`src/rtl/fir_par_block.sv`:
```
// Serial-in, block-parallel-out FIR: one sample per accepted cycle, TAPS-tap direct form,
// results packed PAR lanes wide with run-time coefficients, flush and saturating output.
module fir_par_block #(
  parameter int W_IN = 5,
  parameter int C_W  = 3,
  parameter int TAPS = 4,
  parameter int PAR  = 6,
  parameter int Y_W  = 12,
  parameter int SAT  = 1
) (
  input  logic                       clk,
  input  logic                       rst,
  input  logic                       in_valid,
  input  logic signed [W_IN-1:0]     x_in,
  input  logic                       coef_we,
  input  logic [$clog2(TAPS)-1:0]    coef_addr,
  input  logic signed [C_W-1:0]      coef_data,
  input  logic                       flush,
  output logic                       out_valid,
  output logic [PAR*Y_W-1:0]         y_par,
  output logic [$clog2(PAR+1)-1:0]   out_cnt,
  output logic                       sat_flag
);

  // Handshake: in_valid=1 means x_in is consumed on that rising edge (no input ready);
  // out_valid is a single-cycle strobe with no ready, so the consumer captures y_par/out_cnt then.

  localparam int AW    = $clog2(TAPS);
  localparam int CW    = $clog2(PAR);
  localparam int OW    = $clog2(PAR + 1);
  localparam int PW    = C_W + W_IN;
  localparam int SUM_W = W_IN + C_W + $clog2(TAPS);
  localparam int EXT_W = (SUM_W > Y_W) ? SUM_W : Y_W;

  localparam logic [AW:0]   TAPS_W   = (AW + 1)'(TAPS);
  localparam logic [CW-1:0] LAST_IDX = CW'(PAR - 1);

  logic signed [W_IN-1:0] d_q [TAPS-1];
  logic signed [C_W-1:0]  c_q [TAPS];
  logic signed [Y_W-1:0]  l_q [PAR];
  logic [CW-1:0]          cnt_q;

  logic signed [W_IN-1:0]  samp [TAPS];
  logic signed [PW-1:0]    prod [TAPS];
  logic signed [EXT_W-1:0] sum_ext;
  logic [EXT_W-Y_W:0]      top_bits;
  logic                    ovf;
  logic signed [Y_W-1:0]   y_fit;

  logic                    accept_last;
  logic [OW-1:0]           pend_cnt;
  logic                    emit;
  logic [PAR*Y_W-1:0]      emit_vec;

  always_comb begin
    samp[0] = x_in;
    for (int i = 1; i < TAPS; i++) begin
      samp[i] = d_q[i-1];
    end
  end

  // Full-precision sum, widened enough that neither the tap sum nor the lane width can clip it.
  always_comb begin
    sum_ext = '0;
    for (int i = 0; i < TAPS; i++) begin
      prod[i] = PW'(c_q[i]) * PW'(samp[i]);
      sum_ext = sum_ext + EXT_W'(prod[i]);
    end
  end

  // Representable in Y_W bits exactly when every bit from Y_W-1 upward matches the sign.
  always_comb begin
    top_bits = sum_ext[EXT_W-1:Y_W-1];
    ovf      = !((&top_bits) || !(|top_bits));
    y_fit    = sum_ext[Y_W-1:0];
    if (ovf && (SAT != 0)) begin
      y_fit = sum_ext[EXT_W-1] ? {1'b1, {(Y_W-1){1'b0}}} : {1'b0, {(Y_W-1){1'b1}}};
    end
  end

  // The sample accepted this cycle counts as pending, so flush can emit it immediately.
  always_comb begin
    accept_last = in_valid && (cnt_q == LAST_IDX);
    pend_cnt    = OW'(cnt_q) + OW'(in_valid);
    emit        = accept_last || (flush && (pend_cnt != '0));
  end

  always_comb begin
    emit_vec = '0;
    for (int k = 0; k < PAR; k++) begin
      if (CW'(k) < cnt_q) begin
        emit_vec[k*Y_W +: Y_W] = l_q[k];
      end else if ((CW'(k) == cnt_q) && in_valid) begin
        emit_vec[k*Y_W +: Y_W] = y_fit;
      end
    end
  end

  always_ff @(posedge clk) begin
    if (rst) begin
      for (int i = 0; i < TAPS - 1; i++) d_q[i] <= '0;
      for (int i = 0; i < TAPS; i++)     c_q[i] <= '0;
      for (int k = 0; k < PAR; k++)      l_q[k] <= '0;
      cnt_q     <= '0;
      out_valid <= 1'b0;
      y_par     <= '0;
      out_cnt   <= '0;
      sat_flag  <= 1'b0;
    end else begin
      if (in_valid) begin
        l_q[cnt_q] <= y_fit;
        d_q[0]     <= x_in;
        for (int i = 1; i < TAPS - 1; i++) begin
          d_q[i] <= d_q[i-1];
        end
        if (ovf) begin
          sat_flag <= 1'b1;
        end
      end

      // The sample accepted this cycle already used the old coefficient above.
      if (coef_we && ({1'b0, coef_addr} < TAPS_W)) begin
        c_q[coef_addr] <= coef_data;
      end

      if (emit) begin
        cnt_q <= '0;
      end else if (in_valid) begin
        cnt_q <= cnt_q + 1'b1;
      end

      out_valid <= emit;
      if (emit) begin
        y_par   <= emit_vec;
        out_cnt <= pend_cnt;
      end
    end
  end

endmodule

```
`config.mk`:
```
export PLATFORM = sky130hd
export DESIGN_NAME = fir_par_block
export DESIGN_NICKNAME = d
export VERILOG_FILES = /design/src/rtl/fir_par_block.sv
export SDC_FILE = /design/constraint.sdc
export NUM_CORES = 1
export LEC_CHECK = 0
export ABC_AREA = 1
export BUFFER_PORTS_ARGS = -buffer_cell sky130_fd_sc_hd__buf_2
export CORE_MARGIN = 10
export CORE_UTILIZATION = 60
export DETAILED_ROUTE_END_ITERATION = 6
export PLACE_DENSITY = 0.81
export SYNTH_ARGS = -nofsm -noshare
export SYNTH_HDL_FRONTEND = slang
export SYNTH_SLANG_ARGS = --single-unit
```
`constraint.sdc`:
```
create_clock -name clk -period 6 [get_ports clk]
set_input_delay 0.6 -clock clk [delete_from_list [all_inputs] [get_ports clk]]
set_output_delay 0.6 -clock clk [all_outputs]
set_load 0.03 [all_outputs]
```
# == Yosys cells after proc, flatten, opt, wreduce, memory -nomap -nowiden ==
# Memories as Yosys holds them, arrays and structs flattened. A register that Yosys moved wholly into a read port is not among the register bits.
# Cells that the tools add are included.
# word_totals
register_bits,79
ram_bits,99
in_bits,15
output_inout_bits,77
elab_cells,74
n_memories,3
# op_classes
n_addsub,5
mul,4
magnitude_cmp,6
eq_ne,6
muxes,29
bitwise_logic,3
reduce_logical,14
# mem_list
memory,depth,word_bits,rd,rd_ports_with_merged_regs,wr,line_no,source
l_q,6,12,6,1,6,40,logic signed [Y_W-1:0] l_q [PAR];
d_q,3,5,3,0,3,38,logic signed [W_IN-1:0] d_q [TAPS-1];
c_q,4,3,4,0,4,39,logic signed [C_W-1:0] c_q [TAPS];
# ops
operator,count
12-bit two-way mux,13
3-bit by 5-bit multiplier with 8-bit output,4
5-bit two-way mux,3
12-bit OR reduction,1
10-bit by 8-bit adder with 11-bit output,1
9-bit by 8-bit adder with 10-bit output,1
1-bit two-way mux,10
8-bit by 8-bit adder with 9-bit output,1
1-bit logical AND,8
2-bit by 3-bit equality test with 1-bit output (first input constant),2
3-bit equality test (first input constant),2
1-bit by 3-bit < comparator with 1-bit output (first input constant),2
2-bit by 3-bit < comparator with 1-bit output (first input constant),2
3-bit < comparator (first input constant),2
3-bit two-way mux,2
3-bit by 1-bit adder with 3-bit output,1
3-bit by 1-bit adder with 3-bit output (second input constant),1
1-bit by 3-bit equality test with 1-bit output (first input constant),1
3-bit equality test (second input constant),1
3-bit logical NOT,1
1-bit bitwise OR,3
3-bit nonzero test,1
3-bit OR reduction,1
2-bit two-way mux,1
other kinds (2),2

# == Logic depth before layout (Yosys ltp) ==
# Gate-level depths: netlist of run 1.
# An unclocked memory read counts as a cell.
# depth
ltp_word,7
ltp_mapped,24

# == Worst setup path after synthesis of run 1 ==
# OpenSTA, ideal clock, no wires.
# synth_timing
path_kind,flip-flop to flip-flop
start,memory c_q[3][2]
end,"memory l_q[5][6], data pin"
setup_time_ns,0.266
t_arrival_ns,4.638
path_slack_ns,1.096
stages_incl_launch_ff,18
path_buffers,1
synth_period_minus_slack_ns,4.904
path_cell_list,edfxtp_1 -> inv_1 -> or2_2 -> fa_1 -> fa_1 -> inv_1 -> fa_1 -> fa_1 -> inv_1 -> fa_1 -> inv_1 -> ha_1 -> a21oi_1 -> nand3_1 -> or2_2 -> clkbuf_1 -> nand2_1 -> nor2_1
# synth_lines
element,line_no
from (decl),39
to (decl),40

==> impl_metrics.prom, run 1 <==
# TYPE chip_impl_metric gauge
chip_impl_info{name="run_status",value="finished, final reports clean"} 1
chip_impl_metric{name="aggregate_routed_wire_length",unit="um"} 23000
chip_impl_metric{name="boundaryPins",unit=""} 92
chip_impl_metric{name="place.gp.congestion",unit=""} 0.955
chip_impl_metric{name="numCtsBuffers",unit=""} 17
chip_impl_metric{name="power.static_leakage",unit="nW"} 5.45
chip_impl_metric{name="finalClockSkew",unit="ns"} 0.0114
chip_impl_info{name="holdCritPathClass",value="reg2reg"} 1
chip_impl_metric{name="place.detailed.instances",unit=""} 1393
chip_impl_metric{name="grt.total_usage",unit="%"} 22.1
chip_impl_metric{name="clock.fmax",unit="MHz"} 188
chip_impl_metric{name="grt_start_max_net_pins",unit=""} 70
chip_impl_info{name="cpMostUsedCell",value="nand2_1"} 1
chip_impl_metric{name="clk-insertion-delay-late",unit="ns"} 0.44
chip_impl_metric{name="ctsHtreeMaxLevel",unit=""} 4
chip_impl_info{name="synthDominantAreaCellType",value="edfxtp_1"} 1
chip_impl_metric{name="hold_viol",unit=""} 0
chip_impl_metric{name="grt_antenna_before_repair",unit=""} 0
chip_impl_metric{name="final-instance-count-excl-fill",unit=""} 1425
chip_impl_info{name="dominantRegCellSynth",value="edfxtp_1"} 1
chip_impl_metric{name="nNetsFinal",unit=""} 1311
chip_impl_metric{name="ys_seq_elements",unit=""} 166
chip_impl_metric{name="dpl.hpwl",unit="um"} 16600
chip_impl_metric{name="critical_path_buf_inv_count",unit=""} 5
chip_impl_metric{name="setup-tns-final",unit="ns"} 0
chip_impl_metric{name="yosys.area.top_type_share",unit="%"} 29.5
chip_impl_metric{name="drt_first_pass_iters",unit=""} 5
chip_impl_info{name="critPathSlowestCell",value="fa_1"} 1
chip_impl_metric{name="die-height",unit="um"} 146
chip_impl_metric{name="routedWlPerCell",unit="um"} 16.1
chip_impl_metric{name="antenna-diode-count",unit=""} 0
chip_impl_metric{name="fp.coreArea",unit="mm2"} 0.0153
chip_impl_metric{name="ir_worst_vdd",unit="mV"} 0.666
chip_impl_metric{name="synth-edff-count",unit=""} 93
chip_impl_metric{name="area_growth",unit="%"} 11.6
chip_impl_metric{name="cts_hold_buf",unit=""} 0
chip_impl_info{name="criticalPathCategory",value="reg2reg"} 1
chip_impl_metric{name="power-per-cell-area",unit="mW/mm2"} 589
chip_impl_metric{name="setup_slack",unit="ns"} 0.681
chip_impl_info{name="setup.worst_path.end_class",value="flop"} 1
chip_impl_metric{name="maxSlewHeadroom",unit="%"} 26.1
chip_impl_metric{name="synthCells",unit=""} 1128
chip_impl_metric{name="critPathMaxFanout",unit=""} 7
chip_impl_metric{name="numPortBuffers",unit=""} 90
chip_impl_metric{name="mapped_area",unit="mm2"} 0.00948
chip_impl_metric{name="regToRegSetupSlack",unit="ns"} 0.68
chip_impl_metric{name="first_global_vias",unit=""} 7516
chip_impl_metric{name="required",unit="ns"} 6.17
chip_impl_metric{name="critPathMaxStageDelay",unit="ns"} 0.56
chip_impl_metric{name="final.hold.worst_slack",unit="ns"} 0.447
chip_impl_info{name="rsz0062_at_grt",value="no"} 1
chip_impl_info{name="cts_root_buffer",value="clkbuf_16"} 1
chip_impl_info{name="worst_path_dominant_cell_family",value="adder cells"} 1
chip_impl_metric{name="synthesis.area_per_instance",unit="um2"} 8.40
chip_impl_metric{name="worst_ep_arrival_time",unit="ns"} 5.49
chip_impl_metric{name="first_pass_grt_wire_length",unit="um"} 37900
chip_impl_metric{name="synth-async-reset-ratio",unit="%"} 0
chip_impl_metric{name="cts_resized",unit=""} 0
chip_impl_info{name="crit_path_cell_trace",value="inv_1, nor2_1, fa_1, inv_1, fa_1, inv_1, fa_1, inv_1, fa_1, fa_1, inv_1, ha_1, nand2_1, nand2_1, nand2_1, nand2_1, nand2_1, nand4_1, nand2_1, nor2_1"} 1
chip_impl_metric{name="placement_rows",unit=""} 45
chip_impl_metric{name="drive_above_1_share",unit="%"} 11.4
chip_impl_metric{name="initial_utilization",unit="%"} 61.9
chip_impl_metric{name="post_synth_num_cell_types",unit=""} 32
chip_impl_metric{name="post_cts.repair.setup_buffers",unit=""} 0
chip_impl_metric{name="path_clk_slew",unit="ns"} 0.06
chip_impl_metric{name="layout_worst_path_cycle_share",unit="%"} 88.7
chip_impl_metric{name="numClockSinks",unit=""} 166
chip_impl_info{name="timing.critical_path.from_type",value="flop"} 1
chip_impl_info{name="yosys.cell_count.top_type",value="nand2_1"} 1
chip_impl_metric{name="net_count_of_the_mapped_netlist",unit=""} 1238
chip_impl_metric{name="final_setup_fails",unit=""} 0
chip_impl_metric{name="fillerInstances",unit=""} 1204
chip_impl_metric{name="globalRouteOverflowTotal",unit=""} 0
chip_impl_info{name="largest_cells_by_area_after_synthesis",value="edfxtp_1 29%, nand2_1 17%, dfxtp_1 15%"} 1
chip_impl_metric{name="dp_slack",unit="ns"} 0.722
chip_impl_metric{name="finalCriticalPeriod",unit="ns"} 5.32
chip_impl_metric{name="ant_nets",unit=""} 0
chip_impl_metric{name="fin_util",unit="%"} 69.1
chip_impl_metric{name="floorplan.die_area",unit="mm2"} 0.0212
chip_impl_metric{name="pins_over_slew_limit",unit=""} 0
chip_impl_info{name="tritoncts",value="built"} 1
chip_impl_metric{name="die_w",unit="um"} 146
chip_impl_metric{name="first_iter_violations",unit=""} 742
chip_impl_metric{name="yosysSeqAreaShare",unit="%"} 44.9
chip_impl_metric{name="tightestPinTransition",unit="ns"} 1.11
chip_impl_metric{name="viasPerCell",unit=""} 5.27
chip_impl_metric{name="drv.max_cap_violation_count",unit=""} 0
chip_impl_info{name="synthTopCellsByCount",value="424 x nand2_1, 161 x inv_1, 115 x nor2_1"} 1
chip_impl_metric{name="drc",unit=""} 0
chip_impl_metric{name="route.vias.total",unit=""} 7516
chip_impl_metric{name="yosys_warnings",unit=""} 0
chip_impl_metric{name="clk_path_buf_depth",unit=""} 2
[final timing paths]
path,from,to,depth (start not counted)
hold reg to reg,out_cnt[2],out_cnt[2],2
setup reg to reg,c_q[2][2],l_q[4][9],20
hold / removal,out_cnt[2],out_cnt[2],2
setup / recovery,c_q[2][2],l_q[4][9],20
[power by group]
part	internal, W	switching, W
logic	0.00102	0.00274
clock network	0.000583	0.000463
registers	0.00137	0.0000575
[sequential cells by signal, summed over array words and instances, names as in the netlist]
name       flops
cnt_q          3
out_valid      1
c_q           12
out_cnt        3
l_q           66
d_q           15
y_par         66
[placed cells by master (no fill, tap or decap)]
| master | Yosys | layout |
|---|---|---|
| nand2_1 | 424 | 424 |
| inv_1 | 161 | 161 |
| nor2_1 | 115 | 115 |
| edfxtp_1 | 93 | 93 |
| buf_2 | 16 | 90 |
| dfxtp_1 | 73 | 73 |
| fa_1 | 63 | 63 |
| o21ai_0 | 40 | 40 |
| nand3_1 | 40 | 40 |
| ha_1 | 32 | 32 |
| clkbuf_16 | 0 | 18 |
| xor2_1 | 6 | 6 |
| inv_2 | 5 | 5 |
| a21oi_1 | 5 | 5 |
| buf_4 | 9 | 5 |
| or2_2 | 4 | 4 |
| xnor2_1 | 4 | 4 |
| nor3_1 | 4 | 4 |
| clkbuf_1 | 15 | 4 |
| nand4_1 | 3 | 3 |
| clkinv_4 | 0 | 3 |
| nand3b_1 | 2 | 2 |
| o31ai_1 | 2 | 2 |
| o21ai_1 | 2 | 2 |
| clkbuf_8 | 0 | 2 |
| inv_4 | 0 | 2 |
| nor2_2 | 1 | 1 |
| a21o_1 | 1 | 1 |
| nand2_2 | 1 | 1 |
| nor2_4 | 1 | 1 |
| nor3_2 | 1 | 1 |
| o31ai_4 | 1 | 1 |
| a21oi_4 | 0 | 1 |
| nand3_2 | 1 | 1 |
| conb_1 | 1 | 1 |
| inv_8 | 0 | 1 |
| inv_6 | 0 | 1 |
| clkinv_2 | 0 | 1 |
[layer usage]
layer  GRT usage, %  up-vias  part of all wire [%]
met4           7.94        0                   2.8
met1           28.6     3458                    42
met5              0        -                     0
met3           6.27       47                    10
li1               -     3594                     -
met2           34.6      417                    45
[cell type report]
class                           instances  area (um2)  share of cell area [%]
Tap cell                              211         264                    2.50
Timing Repair Buffer                   95         488                    4.61
Clock inverter                          8        63.8                   0.603
Multi-Input combinational cell        755        4390                    41.5
Sequential cell                       166        4250                    40.2
Inverter                              166         623                    5.89
Clock buffer                           24         493                    4.66
[kinds of logic after synthesis]
group / count (synthesis) / synth area share, %
adder cells (fa/ha/maj): 95 / 17.5
XOR/XNOR: 10 / 0.924
flip-flops: 166 / 44.9
AND/OR/NAND/NOR: 597 / 24.7
buffers and inverters: 207 / 8.84
AO/OA/AOI/OAI: 52 / 3.04
other: 1 / 0.0396
[per-stage QoR]
stage	area, um2	total power [W]
2_1_floorplan	9480	0.00396
3_3_place_gp	10000	0.00496
3_5_place_dp	10000	0.00506
4_1_cts	10600	0.00614
5_1_grt	10600	0.00667
6_report	10600	0.00623
[worst register-to-register path: stages (launching register included)]
cell and delay (ns):
edfxtp_1 0.48, inv_1 0.17, nor2_1 0.08, fa_1 0.53, inv_1 0.05, fa_1 0.47, inv_1 0.05, fa_1 0.52
inv_1 0.05, fa_1 0.50, fa_1 0.56, inv_1 0.05, ha_1 0.34, nand2_1 0.09, nand2_1 0.06, nand2_1 0.06
nand2_1 0.08, nand2_1 0.09, nand4_1 0.36, nand2_1 0.40, nor2_1 0.07
No activity file was read; power rests on OpenSTA's default activity.
==> inputs of run 2 (changes only) <==
--- a/config.mk
+++ b/config.mk
@@ -8,9 +8,10 @@
 export ABC_AREA = 1
 export BUFFER_PORTS_ARGS = -buffer_cell sky130_fd_sc_hd__buf_2
 export CORE_MARGIN = 10
-export CORE_UTILIZATION = 60
+export CORE_UTILIZATION = 54
 export DETAILED_ROUTE_END_ITERATION = 6
-export PLACE_DENSITY = 0.81
+export PLACE_DENSITY = 0.77
+export SLEW_MARGIN = 20
 export SYNTH_ARGS = -nofsm -noshare
 export SYNTH_HDL_FRONTEND = slang
 export SYNTH_SLANG_ARGS = --single-unit
==> constraint.sdc (replaced) <==
create_clock -name clk -period 4.5 [get_ports clk]
set_input_delay 0.45 -clock clk [delete_from_list [all_inputs] [get_ports clk]]
set_output_delay 0.45 -clock clk [all_outputs]
set_load 0.03 [all_outputs]
==> run 2 against run 1 <==
  * The run now ends with design-rule violations, negative setup slack left
  * Critical path type unchanged
  * Register-to-register slack lost 1.1 ns
  * Highest routed layer unchanged
  * Die area rose by 9.6%
  * Design area is 16% higher
  * Routed wire length grew 19%
  * Via count increased by 8.9%
  * Flip-flop and latch count unchanged
  * Global-route usage fell by 0.56 points
  * Fmax rose by 8.6%
  * Clock-buffer cell count decreased by 4
==> impl_metrics.prom, run 2 (synthesized netlist as in run 1, its figures left out) <==
# TYPE chip_impl_metric gauge
chip_impl_metric{name="grt_start_max_net_pins",unit=""} 70
chip_impl_info{name="commonest_non_fill_non_tap_cells_in_the_layout",value="366 x nand2_1, 139 x inv_1, 93 x edfxtp_1"} 1
chip_impl_metric{name="layout_worst_path_cycle_share",unit="%"} 109
chip_impl_info{name="crit_path_cell_trace",value="inv_2, or2_4, fa_1, fa_2, inv_2, fa_2, fa_1, inv_1, fa_1, inv_2, ha_4, a21oi_4, nor2_4, nor2_4, nand3b_1, nand2_2, buf_6, nor2_1"} 1
chip_impl_metric{name="first_iter_violations",unit=""} 788
chip_impl_metric{name="place.gp.congestion",unit=""} 0.906
chip_impl_metric{name="required",unit="ns"} 4.66
chip_impl_info{name="hold_path.startpoint",value="x_in[3]"} 1
chip_impl_info{name="critPathSlowestCell",value="fa_2"} 1
chip_impl_metric{name="clock.fmax",unit="MHz"} 204
chip_impl_metric{name="nNetsFinal",unit=""} 1400
chip_impl_metric{name="hold_viol",unit=""} 0
chip_impl_metric{name="finalClockSkew",unit="ns"} 0.00904
chip_impl_metric{name="final_setup_fails",unit=""} 102
chip_impl_metric{name="globalRouteOverflowTotal",unit=""} 0
chip_impl_metric{name="setup_slack",unit="ns"} -0.398
chip_impl_metric{name="first_global_vias",unit=""} 8041
chip_impl_info{name="timing.critical_path.from_type",value="flop"} 1
chip_impl_metric{name="die-height",unit="um"} 152
chip_impl_metric{name="ant_nets",unit=""} 0
chip_impl_info{name="tritoncts",value="built"} 1
chip_impl_info{name="criticalPathCategory",value="reg2reg"} 1
chip_impl_metric{name="fin_util",unit="%"} 71.4
chip_impl_info{name="rsz0062_at_grt",value="yes"} 1
chip_impl_metric{name="drv.max_cap_violation_count",unit=""} 0
chip_impl_metric{name="numCtsBuffers",unit=""} 17
chip_impl_metric{name="cts_hold_buf",unit=""} 0
chip_impl_metric{name="maxSlewHeadroom",unit="%"} 35.0
chip_impl_info{name="worstSetupStartpoint",value="c_q[3][2]"} 1
chip_impl_info{name="top_regs",value="l_q x66, y_par x66, d_q x15"} 1
chip_impl_metric{name="final-instance-count-excl-fill",unit=""} 1528
chip_impl_info{name="setup.worst_path.end_class",value="flop"} 1
chip_impl_metric{name="drt_first_pass_iters",unit=""} 7
chip_impl_metric{name="critPathMaxFanout",unit=""} 5
chip_impl_metric{name="drc",unit=""} 1
chip_impl_metric{name="first_pass_grt_wire_length",unit="um"} 40900
chip_impl_metric{name="area_growth",unit="%"} 29.8
chip_impl_metric{name="antenna-diode-count",unit=""} 0
chip_impl_info{name="holdCritPathClass",value="in2reg"} 1
chip_impl_metric{name="place.detailed.instances",unit=""} 1477
chip_impl_metric{name="clk_path_buf_depth",unit=""} 2
chip_impl_info{name="run_status",value="finished, violations left"} 1
chip_impl_info{name="mostFrequentLayoutCell",value="nand2_1"} 1
chip_impl_info{name="failed_checks",value="design-rule violations, negative setup slack"} 1
chip_impl_metric{name="initial_utilization",unit="%"} 55.0
chip_impl_metric{name="routedWlPerCell",unit="um"} 17.9
chip_impl_metric{name="fp.coreArea",unit="mm2"} 0.0172
chip_impl_metric{name="tightestPinTransition",unit="ns"} 0.975
chip_impl_metric{name="floorplan.die_area",unit="mm2"} 0.0233
chip_impl_metric{name="numClockSinks",unit=""} 166
chip_impl_metric{name="die_w",unit="um"} 152
chip_impl_metric{name="viasPerCell",unit=""} 5.36
chip_impl_metric{name="pins_over_slew_limit",unit=""} 0
chip_impl_metric{name="boundaryPins",unit=""} 92
chip_impl_metric{name="grt_antenna_before_repair",unit=""} 0
chip_impl_metric{name="route.vias.total",unit=""} 8183
chip_impl_metric{name="worst_ep_arrival_time",unit="ns"} 5.06
chip_impl_metric{name="aggregate_routed_wire_length",unit="um"} 27400
chip_impl_metric{name="path_clk_slew",unit="ns"} 0.07
chip_impl_metric{name="grt.total_usage",unit="%"} 21.5
chip_impl_metric{name="drive_above_1_share",unit="%"} 31.5
chip_impl_metric{name="clk-insertion-delay-late",unit="ns"} 0.44
chip_impl_info{name="cts_root_buffer",value="clkbuf_16"} 1
chip_impl_metric{name="placement_rows",unit=""} 48
chip_impl_info{name="reg2reg_from",value="c_q[3][2]"} 1
chip_impl_metric{name="ctsHtreeMaxLevel",unit=""} 4
chip_impl_metric{name="numPortBuffers",unit=""} 90
chip_impl_metric{name="critPathMaxStageDelay",unit="ns"} 0.55
chip_impl_metric{name="dpl.hpwl",unit="um"} 17400
chip_impl_metric{name="finalCriticalPeriod",unit="ns"} 4.90
==> run 2: cell count changes in the layout (fill, tap and decap cells not counted), sizes merged <==
cell      delta
buf         +89
bufinv       +1
clkbuf       -4
clkinv       +3
clkinvlp     +1
inv          -1
==> run 2: stage by stage <==
| step | TNS (ns) | setup WS [ns] | hold WS [ns] | instance area (um2) |
|---|---|---|---|---|
| after CTS | -15.94 | -0.234 | 0.353 | 11800 |
| after detailed placement | -28.74 | -0.500 | 0.434 | 10700 |
| after floorplan | 0 | 0.0280 | 0.500 | 9580 |
| final | -22.17 | -0.398 | 0.350 | 12300 |
| after global placement | -22.55 | -0.445 | 0.431 | 10700 |
| after global routing | -37.64 | -0.514 | 0.364 | 12300 |
==> run 2: cell type report <==
type                       count  area (um2)
fill                        1147        4930
timing repair buffer         184        1300
sequential                   166        4250
multi-input combinational    755        5280
inverter                     166         624
clock inverter                12         116
clock buffer                  20         447
tap                          225         282
==> run 2: what timing repair did <==
item,CTS,global route
resized for setup,148,109
endpoints found under the setup margin,96,108
cloned,0,1
buffers inserted,9,8
pin swaps,40,38
==> run 2: worst paths after layout <==
kind               endpoint  slack (ns)  depth (start not counted)
setup / recovery  l_q[4][8]       -0.40                         18
hold / removal    d_q[0][3]        0.35                          3
setup reg to reg  l_q[4][8]       -0.40                         18
hold reg to reg   y_par[15]        0.44                          2
==> run 2: routing by layer <==
metal / GRT usage (%) / part of all wire (%) / up-vias
li1: - / - / 3764
met1: 27.2 / 39 / 3885
met3: 5.53 / 9.4 / 103
met4: 7.04 / 4.0 / 0
met5: 0 / 0 / -
met2: 35.3 / 48 / 431
==> run 2: critical path: cells and delay by family, from the launching register on <==
kind / cells / cell delay [ns]
buf+inv: 5 / 0.38
compound gates: 1 / 0.21
simple gates: 6 / 0.90
fa+ha+maj: 6 / 2.72
flops: 1 / 0.41
Power of run 2 is left out: the tool's default activity adds up to more than one toggle a clock period on the data nets, which glitch-free logic cannot reach.
==> inputs of run 3 (changes only) <==
--- a/config.mk
+++ b/config.mk
@@ -7,6 +7,7 @@
 export LEC_CHECK = 0
 export ABC_AREA = 1
 export BUFFER_PORTS_ARGS = -buffer_cell sky130_fd_sc_hd__buf_2
+export CORE_ASPECT_RATIO = 0.7
 export CORE_MARGIN = 10
 export CORE_UTILIZATION = 54
 export DETAILED_ROUTE_END_ITERATION = 6
==> run 3 against run 2 <==
  * The run ends with negative setup slack left
  * First-iteration DRC count up 50%
  * Routed wire length about the same
  * Critical path depth up 4
==> impl_metrics.prom, run 3 (synthesized netlist as in run 1, its figures left out) <==
# TYPE chip_impl_metric gauge
chip_impl_metric{name="boundaryPins",unit=""} 92
chip_impl_metric{name="worst_ep_arrival_time",unit="ns"} 5.27
chip_impl_metric{name="dpl.hpwl",unit="um"} 17900
chip_impl_metric{name="hold_viol",unit=""} 0
chip_impl_info{name="mostFrequentLayoutCell",value="nand2_1"} 1
chip_impl_metric{name="viasPerCell",unit=""} 5.46
chip_impl_metric{name="area_growth",unit="%"} 27.8
chip_impl_info{name="run_status",value="finished, violations left"} 1
chip_impl_metric{name="routedWlPerCell",unit="um"} 18.1
chip_impl_info{name="tritoncts",value="built"} 1
chip_impl_metric{name="pins_over_slew_limit",unit=""} 0
chip_impl_metric{name="required",unit="ns"} 4.88
chip_impl_metric{name="initial_utilization",unit="%"} 55.2
chip_impl_metric{name="maxSlewHeadroom",unit="%"} 38.5
chip_impl_metric{name="numCtsBuffers",unit=""} 17
chip_impl_metric{name="critical_path_buf_inv_count",unit=""} 7
chip_impl_info{name="worst_path_dominant_cell_family",value="adder cells"} 1
chip_impl_metric{name="finalCriticalPeriod",unit="ns"} 4.89
chip_impl_info{name="criticalPathCategory",value="reg2reg"} 1
chip_impl_metric{name="ctsHtreeMaxLevel",unit=""} 4
chip_impl_metric{name="aggregate_routed_wire_length",unit="um"} 27400
chip_impl_metric{name="route.vias.total",unit=""} 8262
chip_impl_metric{name="layout_worst_path_cycle_share",unit="%"} 109
chip_impl_metric{name="nNetsFinal",unit=""} 1379
chip_impl_info{name="rsz0062_at_grt",value="yes"} 1
chip_impl_metric{name="ant_nets",unit=""} 0
chip_impl_info{name="top_regs",value="l_q x66, y_par x66, d_q x15"} 1
chip_impl_info{name="timing.critical_path.from_type",value="flop"} 1
chip_impl_info{name="cts_root_buffer",value="clkbuf_16"} 1
chip_impl_metric{name="numPortBuffers",unit=""} 90
chip_impl_metric{name="clk-insertion-delay-late",unit="ns"} 0.45
chip_impl_metric{name="critPathMaxFanout",unit=""} 7
chip_impl_metric{name="grt.total_usage",unit="%"} 21.9
chip_impl_info{name="crit_path_cell_trace",value="inv_2, buf_6, nor2_2, fa_1, inv_1, fa_1, inv_2, fa_1, inv_1, fa_1, fa_1, inv_2, ha_4, nand2_2, o21ai_4, nand2_2, nand3b_1, buf_6, nand3_2, nand2_1, nand2_1, nand2_1"} 1
chip_impl_metric{name="fp.coreArea",unit="mm2"} 0.0172
chip_impl_info{name="critPathSlowestCell",value="fa_1"} 1
chip_impl_metric{name="drc",unit=""} 0
chip_impl_info{name="setup.worst_path.end_class",value="flop"} 1
chip_impl_metric{name="path_clk_slew",unit="ns"} 0.07
chip_impl_info{name="holdCritPathClass",value="in2reg"} 1
chip_impl_metric{name="drive_above_1_share",unit="%"} 29.5
chip_impl_metric{name="placement_rows",unit=""} 40
chip_impl_metric{name="floorplan.die_area",unit="mm2"} 0.0233
chip_impl_metric{name="globalRouteOverflowTotal",unit=""} 0
chip_impl_info{name="commonest_non_fill_non_tap_cells_in_the_layout",value="367 x nand2_1, 143 x inv_1, 93 x edfxtp_1"} 1
chip_impl_metric{name="place.gp.congestion",unit=""} 0.981
chip_impl_metric{name="drt_first_pass_iters",unit=""} 5
chip_impl_metric{name="drv.max_cap_violation_count",unit=""} 0
chip_impl_metric{name="clock.fmax",unit="MHz"} 205
chip_impl_metric{name="die-height",unit="um"} 131
chip_impl_metric{name="final_setup_fails",unit=""} 108
chip_impl_metric{name="first_iter_violations",unit=""} 1185
chip_impl_metric{name="setup-tns-final",unit="ns"} -26.03
chip_impl_metric{name="setup_slack",unit="ns"} -0.386
chip_impl_metric{name="critPathMaxStageDelay",unit="ns"} 0.53
chip_impl_metric{name="antenna-diode-count",unit=""} 0
chip_impl_info{name="failed_checks",value="negative setup slack"} 1
chip_impl_metric{name="finalClockSkew",unit="ns"} 0.00932
chip_impl_metric{name="grt_antenna_before_repair",unit=""} 0
chip_impl_metric{name="numClockSinks",unit=""} 166
chip_impl_info{name="cpMostUsedCell",value="fa_1"} 1
chip_impl_metric{name="die_w",unit="um"} 178
chip_impl_metric{name="grt_start_max_net_pins",unit=""} 70
chip_impl_metric{name="first_pass_grt_wire_length",unit="um"} 40200
chip_impl_metric{name="first_global_vias",unit=""} 7805
chip_impl_metric{name="tightestPinTransition",unit="ns"} 0.921
chip_impl_metric{name="clk_path_buf_depth",unit=""} 2
chip_impl_metric{name="fillerInstances",unit=""} 1173
==> run 3: cell count changes in the layout (fill, tap and decap cells not counted), sizes merged <==
cell	change
bufinv	-1
clkbuf	-3
clkinv	+1
inv	+3
buf	-21
==> run 3: through the flow <==
stage / cell area (um2) / setup slack [ns] / utilization (%) / hold WS [ns] / cells
after floorplan: 9580 / 0.0280 / - / 0.500 / 1128
after global placement: 10600 / -0.295 / 61.6 / 0.431 / 1469
after detailed placement: 10600 / -0.373 / 61.6 / 0.434 / 1469
after CTS: 11600 / -0.136 / 67.4 / 0.344 / 1505
after global routing: 12100 / -0.485 / 70.6 / 0.362 / 1513
final: 12100 / -0.386 / 70.6 / 0.351 / 1513
==> run 3: final timing paths <==
path	cells after the start	slack [ns]	from	to
setup / recovery	22	-0.39	c_q[3][2]	y_par[7]
hold reg to reg	2	0.45	y_par[5]	y_par[5]
hold / removal	3	0.35	x_in[0]	d_q[0][0]
setup reg to reg	22	-0.39	c_q[3][2]	y_par[7]
==> run 3: per-layer routing <==
metal / track usage [%] / up-vias / wire length (um)
li1: - / 3739 / -
met3: 6.85 / 86 / 3380
met4: 5.09 / 0 / 659
met1: 30.7 / 3946 / 11000
met5: 0 / - / 0
met2: 32.5 / 491 / 12400
==> run 3: layout make-up <==
type	count	area, um2	area share [%]
Multi-Input combinational cell	755	5270	43.5
Sequential cell	166	4250	35.1
Timing Repair Buffer	163	1090	9.04
Inverter	166	624	5.15
Clock buffer	17	425	3.51
Tap cell	231	289	2.39
Clock inverter	15	161	1.33
==> run 3: worst min-delay path, stage by stage <==
cell and delay (ns):
buf_2 0.09, inv_1 0.04, nor2_1 0.09
==> run 3: what timing repair did <==
item                                    in CTS  in global routing
resized for setup                          113                139
pin swaps                                   47                 53
hold buffers                                 0                  0
endpoints found under the setup margin      96                108
buffers inserted                             4                  8
gates cloned                                 0                  1
Power of run 3 is left out for the same reason.
